==> config.mk <==
export PLATFORM = sky130hd
export DESIGN_NAME = wave_sequencer
export DESIGN_NICKNAME = d
export VERILOG_FILES = /design/src/rtl/wave_seq_pkg.sv /design/src/rtl/wave_seq_table.sv /design/src/rtl/wave_sequencer.sv
export SDC_FILE = /design/constraint.sdc
export NUM_CORES = 1
export LEC_CHECK = 0
export CAP_MARGIN = 20
export CORE_MARGIN = 3
export CORE_UTILIZATION = 49
export DETAILED_ROUTE_END_ITERATION = 12
export DONT_BUFFER_PORTS = 1
export PLACE_DENSITY_LB_ADDON = 0.2
export SYNTH_ARGS = -nofsm -noshare
export SYNTH_HDL_FRONTEND = slang
export SYNTH_HIERARCHICAL = 1
export SYNTH_SLANG_ARGS = --single-unit
==> constraint.sdc <==
create_clock -name clk -period 10.3 [get_ports clk]
set_clock_uncertainty 0.05 [all_clocks]
set_input_delay 0.515 -clock clk [delete_from_list [all_inputs] [get_ports clk]]
set_output_delay 0.515 -clock clk [all_outputs]
set_load 0.01 [all_outputs]
==> src/rtl/wave_seq_pkg.sv <==
// Shared types and default widths for the waveform playlist sequencer.
// Entry layout matches the generator's func / freq_in control pins.
package wave_seq_pkg;

    localparam int DEPTH_DEF  = 8;
    localparam int FUNC_W_DEF = 3;
    localparam int FREQ_W_DEF = 5;
    localparam int DUR_W_DEF  = 16;

    typedef struct packed {
        logic [FUNC_W_DEF-1:0] func;
        logic [FREQ_W_DEF-1:0] freq;
        logic [DUR_W_DEF-1:0]  dur;
    } wave_entry_t;

    typedef enum logic [1:0] {
        ST_IDLE = 2'd0,
        ST_PLAY = 2'd1,
        ST_DONE = 2'd2
    } wave_state_t;

endpackage

==> src/rtl/wave_seq_table.sv <==
// Playlist register file: synchronous write, combinational read,
// asynchronous active-low clear of every entry.
module wave_seq_table
    import wave_seq_pkg::*;
#(
    parameter int DEPTH  = DEPTH_DEF,
    parameter int FUNC_W = FUNC_W_DEF,
    parameter int FREQ_W = FREQ_W_DEF,
    parameter int DUR_W  = DUR_W_DEF,
    localparam int IDX_W = $clog2(DEPTH)
) (
    input  logic              clk_i,
    input  logic              rst_n_i,
    input  logic              we_i,
    input  logic [IDX_W-1:0]  waddr_i,
    input  logic [FUNC_W-1:0] wfunc_i,
    input  logic [FREQ_W-1:0] wfreq_i,
    input  logic [DUR_W-1:0]  wdur_i,
    input  logic [IDX_W-1:0]  raddr_i,
    output logic [FUNC_W-1:0] rfunc_o,
    output logic [FREQ_W-1:0] rfreq_o,
    output logic [DUR_W-1:0]  rdur_o
);

    logic [FUNC_W-1:0] func_q [DEPTH];
    logic [FREQ_W-1:0] freq_q [DEPTH];
    logic [DUR_W-1:0]  dur_q  [DEPTH];

    // Entry storage with whole-table clear on reset.
    always_ff @(posedge clk_i or negedge rst_n_i) begin
        if (!rst_n_i) begin
            for (int i = 0; i < DEPTH; i++) begin
                func_q[i] <= '0;
                freq_q[i] <= '0;
                dur_q[i]  <= '0;
            end
        end else if (we_i) begin
            func_q[waddr_i] <= wfunc_i;
            freq_q[waddr_i] <= wfreq_i;
            dur_q[waddr_i]  <= wdur_i;
        end
    end

    assign rfunc_o = func_q[raddr_i];
    assign rfreq_o = freq_q[raddr_i];
    assign rdur_o  = dur_q[raddr_i];

endmodule

==> src/rtl/wave_sequencer.sv <==
// Playlist controller: steps through (func, freq, duration) entries and
// drives the waveform generator's func / freq_in / freq_load pins.
module wave_sequencer
    import wave_seq_pkg::*;
#(
    parameter int DEPTH  = DEPTH_DEF,
    parameter int DUR_W  = DUR_W_DEF,
    parameter int FUNC_W = FUNC_W_DEF,
    parameter int FREQ_W = FREQ_W_DEF,
    localparam int IDX_W = $clog2(DEPTH)
) (
    input  logic              clk,
    input  logic              reset,
    input  logic              cfg_we,
    input  logic [IDX_W-1:0]  cfg_addr,
    input  logic [FUNC_W-1:0] cfg_func,
    input  logic [FREQ_W-1:0] cfg_freq,
    input  logic [DUR_W-1:0]  cfg_dur,
    input  logic [IDX_W-1:0]  cfg_last,
    input  logic              loop,
    input  logic              start,
    input  logic              stop,
    output logic [FUNC_W-1:0] func,
    output logic [FREQ_W-1:0] freq_out,
    output logic              freq_load,
    output logic [IDX_W-1:0]  entry_idx,
    output logic              busy,
    output logic              done
);

    wave_state_t       state_q, state_d;
    logic [IDX_W-1:0]  idx_q, idx_d;
    logic [IDX_W-1:0]  last_q, last_d;
    logic [DUR_W-1:0]  cnt_q, cnt_d;
    logic [FUNC_W-1:0] func_q, func_d;
    logic [FREQ_W-1:0] freq_q, freq_d;
    logic              load_q, load_d;
    logic              busy_q, busy_d;
    logic              done_q, done_d;

    logic [IDX_W-1:0]  rd_addr_s;
    logic [FUNC_W-1:0] rd_func_s;
    logic [FREQ_W-1:0] rd_freq_s;
    logic [DUR_W-1:0]  rd_dur_s;
    logic [DUR_W-1:0]  rd_hold_s;

    wave_seq_table #(
        .DEPTH  (DEPTH),
        .FUNC_W (FUNC_W),
        .FREQ_W (FREQ_W),
        .DUR_W  (DUR_W)
    ) u_table (
        .clk_i   (clk),
        .rst_n_i (reset),
        .we_i    (cfg_we),
        .waddr_i (cfg_addr),
        .wfunc_i (cfg_func),
        .wfreq_i (cfg_freq),
        .wdur_i  (cfg_dur),
        .raddr_i (rd_addr_s),
        .rfunc_o (rd_func_s),
        .rfreq_o (rd_freq_s),
        .rdur_o  (rd_dur_s)
    );

    // The only entry ever loaded next is idx+1, or entry 0 on start / wrap.
    always_comb begin
        rd_addr_s = '0;
        if (state_q == ST_PLAY && idx_q != last_q) begin
            rd_addr_s = idx_q + IDX_W'(1);
        end else begin
            rd_addr_s = '0;
        end
        rd_hold_s = (rd_dur_s == '0) ? '0 : rd_dur_s - DUR_W'(1);
    end

    // Next-state logic; stop outranks start and entry expiry.
    always_comb begin
        state_d = state_q;
        idx_d   = idx_q;
        last_d  = last_q;
        cnt_d   = cnt_q;
        func_d  = func_q;
        freq_d  = freq_q;
        load_d  = 1'b0;
        busy_d  = busy_q;
        done_d  = done_q;
        case (state_q)
            ST_IDLE, ST_DONE: begin
                if (start && !stop) begin
                    state_d = ST_PLAY;
                    idx_d   = '0;
                    last_d  = cfg_last;
                    func_d  = rd_func_s;
                    freq_d  = rd_freq_s;
                    cnt_d   = rd_hold_s;
                    load_d  = 1'b1;
                    busy_d  = 1'b1;
                    done_d  = 1'b0;
                end else if (stop) begin
                    state_d = ST_IDLE;
                end else begin
                    state_d = state_q;
                end
            end
            ST_PLAY: begin
                if (stop) begin
                    state_d = ST_IDLE;
                    busy_d  = 1'b0;
                end else if (cnt_q != '0) begin
                    cnt_d = cnt_q - DUR_W'(1);
                end else if (idx_q == last_q && !loop) begin
                    state_d = ST_DONE;
                    busy_d  = 1'b0;
                    done_d  = 1'b1;
                end else begin
                    idx_d  = rd_addr_s;
                    func_d = rd_func_s;
                    freq_d = rd_freq_s;
                    cnt_d  = rd_hold_s;
                    load_d = 1'b1;
                end
            end
            default: begin
                state_d = ST_IDLE;
                busy_d  = 1'b0;
            end
        endcase
    end

    // State and registered outputs.
    always_ff @(posedge clk or negedge reset) begin
        if (!reset) begin
            state_q <= ST_IDLE;
            idx_q   <= '0;
            last_q  <= '0;
            cnt_q   <= '0;
            func_q  <= '0;
            freq_q  <= '0;
            load_q  <= 1'b0;
            busy_q  <= 1'b0;
            done_q  <= 1'b0;
        end else begin
            state_q <= state_d;
            idx_q   <= idx_d;
            last_q  <= last_d;
            cnt_q   <= cnt_d;
            func_q  <= func_d;
            freq_q  <= freq_d;
            load_q  <= load_d;
            busy_q  <= busy_d;
            done_q  <= done_d;
        end
    end

    assign func      = func_q;
    assign freq_out  = freq_q;
    assign freq_load = load_q;
    assign entry_idx = idx_q;
    assign busy      = busy_q;
    assign done      = done_q;

endmodule

==> flow_summary_export.csv <==
group,metric,value,unit
logic_synthesis,yosysWarnings,6,
timing,tightest_slew,1.110,ns
drt,drc_errors,0,
drt,dr.pass1.iters,4,
floorplan,ios,50,
cts,clock_latency,0.52,ns
logic_synthesis,syn_nets,788,
timing,relSlewSlack,25.98,%
worst_setup_path,critical_path.max_fanout,49,
logic_synthesis,ys.flop_type,"dfrtp_1",
cells_and_area,nNetsFinal,785,
worst_setup_path,startpoint,"state_q[0]",
drt,routedWlPerCell,22.14,um
logic_synthesis,netlist_area,11050,um2
drt,drt_iter0_markers,426,
floorplan,rows,54,
timing,min_period,4.866,ns
cts,path_clk_slew,0.06,ns
global_routing,grt_overflow,0,
global_routing,grt_max_degree,228,
logic_synthesis,synth_cells,748,
floorplan,die_width,156.2,um
timing,finalMaxSlewViolations,0,
cells_and_area,drive_gt1_share,42.44,%
worst_setup_path,timing.rr.start,"state_q[0]",
logic_synthesis,yosysSeqAreaShare,51.42,%
global_routing,grt_use_total,19.55,%
worst_setup_path,start_kind,"register",
power_and_ir_drop,peakVddDrop,130.1,uV
cts,clk_path_buf_depth,3,
status,outcome,"completed",
cts,cts_tree,"done",
worst_setup_path,cp.arrival,5.20,ns
global_routing,grt_pass1_vias,6914,
logic_synthesis,synth_seq_cells,227,
cts,postCtsSetupBuffers,0,
cells_and_area,finalNonFillerCells,1041,
job,maxCapViolations,0,
global_routing,grt_pass1_wl,38.21,mm
timing,fmax,205.5,MHz
timing,finalSetupViolations,0,
global_routing,grt_antenna_before_repair,0,
cts,cts.sinks,227,
logic_synthesis,ys_types,62,
min_path,hold_class,"in2async",
placed_design,gp_congestion,0.8577,
timing,min_period_over_period,47.24,%
drt,drt_wl_total,23.04,mm
logic_synthesis,synthArstFlopShare,100.0,%
floorplan,die_height,156.2,um
timing,tns,0,ns
floorplan,dieArea,24380,um2
cells_and_area,area.growth.synth_to_final,8.765,%
worst_setup_path,critPathKind,"reg2reg",
worst_setup_path,cp-end-kind,"register",
drt,num_vias,6210,
cts,cts_buffers,24,
floorplan,initial_core_util,50.31,%
placed_design,dp_hpwl,13.81,mm
drt,antenna_left,0,
logic_synthesis,synth_edf_count,0,
cells_and_area,nFillCells,1714,
timing,hold_viol,0,
power_and_ir_drop,p_leak,4.925,nW
cts,h-tree-depth,1,
cells_and_area,n_antenna_cell,0,
power_and_ir_drop,p_total,2.680,mW
worst_setup_path,cp.required,10.63,ns
cells_and_area,final_util,54.72,%
placed_design,io_buffers,0,
timing,rsz0062_at_grt,"no",
power_and_ir_drop,powerDensity,223.0,nW/um2
placed_design,place_area,11250,um2
placed_design,place_inst,997,
logic_synthesis,avgSynthCellArea,14.77,um2
floorplan,core,21960,um2
cts,cts-root-buf,"clkbuf_16",
cells_and_area,stdcell_area,12020,um2
drt,routed_via_density,5.965,
==> metrics by stage <==
step                setup WS, ns  hold WS, ns
finish                     5.434      0.05241
CTS                        5.373      0.05512
global route               4.903      0.05291
global placement           5.581       0.1761
detailed placement         5.398       0.1762
floorplan                  6.434       0.1694
==> where the power goes <==
part	internal (mW)	leakage (nW)	switching [mW]
registers	1.11	2.74	0.148
logic	0.357	1.82	0.266
clock network	0.458	0.362	0.344
total	1.92	4.92	0.759
==> per-layer routing <==
metal | up-vias | share of wire, % | track usage [%]
met3 | 30 | 5.4 | 3.828
met4 | 0 | 1.6 | 4.085
met5 | - | 0 | 0
met1 | 3261 | 46 | 27.88
li1 | 2785 | - | -
met2 | 134 | 47 | 31.65
==> critical path: stages, from the launching register on <==
cell and delay (ns):
dfrtp_1 0.46, nor2b_1 0.45, nand2_1 0.23, nor2_4 0.12, buf_4 0.76, mux4_2 0.62
mux2_2 0.31, inv_1 0.06, ha_1 0.18, nor3b_2 0.31, nand4_1 0.28, nor3_1 0.25
mux2_2 0.36, a22oi_1 0.17, o21ai_0 0.09
==> registers in the layout, summed over array words and instances, names as in the netlist <==
| register | cells |
|---|---|
| func | 3 |
| freq_load | 1 |
| state_q | 2 |
| entry_idx | 3 |
| u_table/func_q | 24 |
| done | 1 |
| last_q | 3 |
| busy | 1 |
| freq_out | 5 |
| u_table/freq_q | 40 |
| u_table/dur_q | 128 |
| cnt_q | 16 |
==> synthesized netlist by cell type (all sizes together) (3+ instances only) <==
library cell  number  area share, %
mux2             231             24
dfrtp            227             51
mux4              48            9.8
buf               40            2.7
o21ai             26            1.3
nor2              24           0.95
nand2             22           0.77
a21oi             19           0.89
nor3              16           0.91
xnor2             10           0.79
inv                9           0.31
nor4               7           0.59
nand3              6           0.32
a22oi              5           0.34
nand4              5           0.34
xor2               5           0.40
clkbuf             4           0.15
ha                 4           0.45
nand2b             4           0.25
nand4b             4           0.43
nor2b              3           0.17
nor4bb             3           0.27
o22ai              3           0.17
==> placed cells by master (no fill, tap or decap), types with 3 or more instances in the layout <==
cell type	n
dfrtp_1	227
o21ai_1	12
nor4bb_4	3
ha_1	4
nand3_1	5
nor4_1	5
o22ai_1	3
xnor2_1	10
nor3_1	12
nor2_1	20
mux2_4	21
clkbuf_16	24
clkinv_2	6
mux2_1	36
nand2b_1	3
clkbuf_1	6
mux4_2	48
clkbuf_8	4
nand2_1	21
xor2_1	5
inv_1	8
nor2b_1	3
a21oi_1	18
nor2_4	4
buf_4	13
a22oi_1	5
o21ai_0	11
o21ai_2	3
nor3_2	4
nand4_1	4
mux2_2	174
==> layout make-up <==
type | instances | area (um2) | area share (%)
Sequential cell | 227 | 5680 | 47.27
Multi-Input combinational cell | 468 | 5085 | 42.32
Clock buffer | 34 | 678.2 | 5.643
Tap cell | 280 | 350.3 | 2.915
Timing Repair Buffer | 15 | 135.1 | 1.125
Clock inverter | 8 | 53.80 | 0.4477
Inverter | 9 | 33.78 | 0.2811
==> worst paths after layout <==
kind                                            to  slack (ns)  depth (start not counted)
worst max-delay path                     cnt_q[14]        5.43                         14
worst min-delay path            u_table/freq_q[25]        0.05                          1
worst max register to register           cnt_q[14]        5.43                         14
worst min register to register  u_table/dur_q[118]        0.43                          1
max in group asynchronous        u_table/dur_q[61]        9.34                          1
min in group clk                u_table/freq_q[38]        0.07                          1
==> logic make-up after synthesis <==
logic type	synth area share, %
xor gates and xnor gates	1.189
and+or+nand+nor	6.048
adders and majority gates	0.4530
buffers and inverters	3.103
AOI/OAI and AO/OA	3.749
DFF	51.42
muxes	34.04
==> timing repair <==
| action | 4_1_cts | 5_1_grt |
|---|---|---|
| gates resized for setup | 0 | 0 |
| endpoints found under the hold margin | 228 | 0 |
| hold buffers | 2 | 0 |
(Power assumes the default switching activity.)
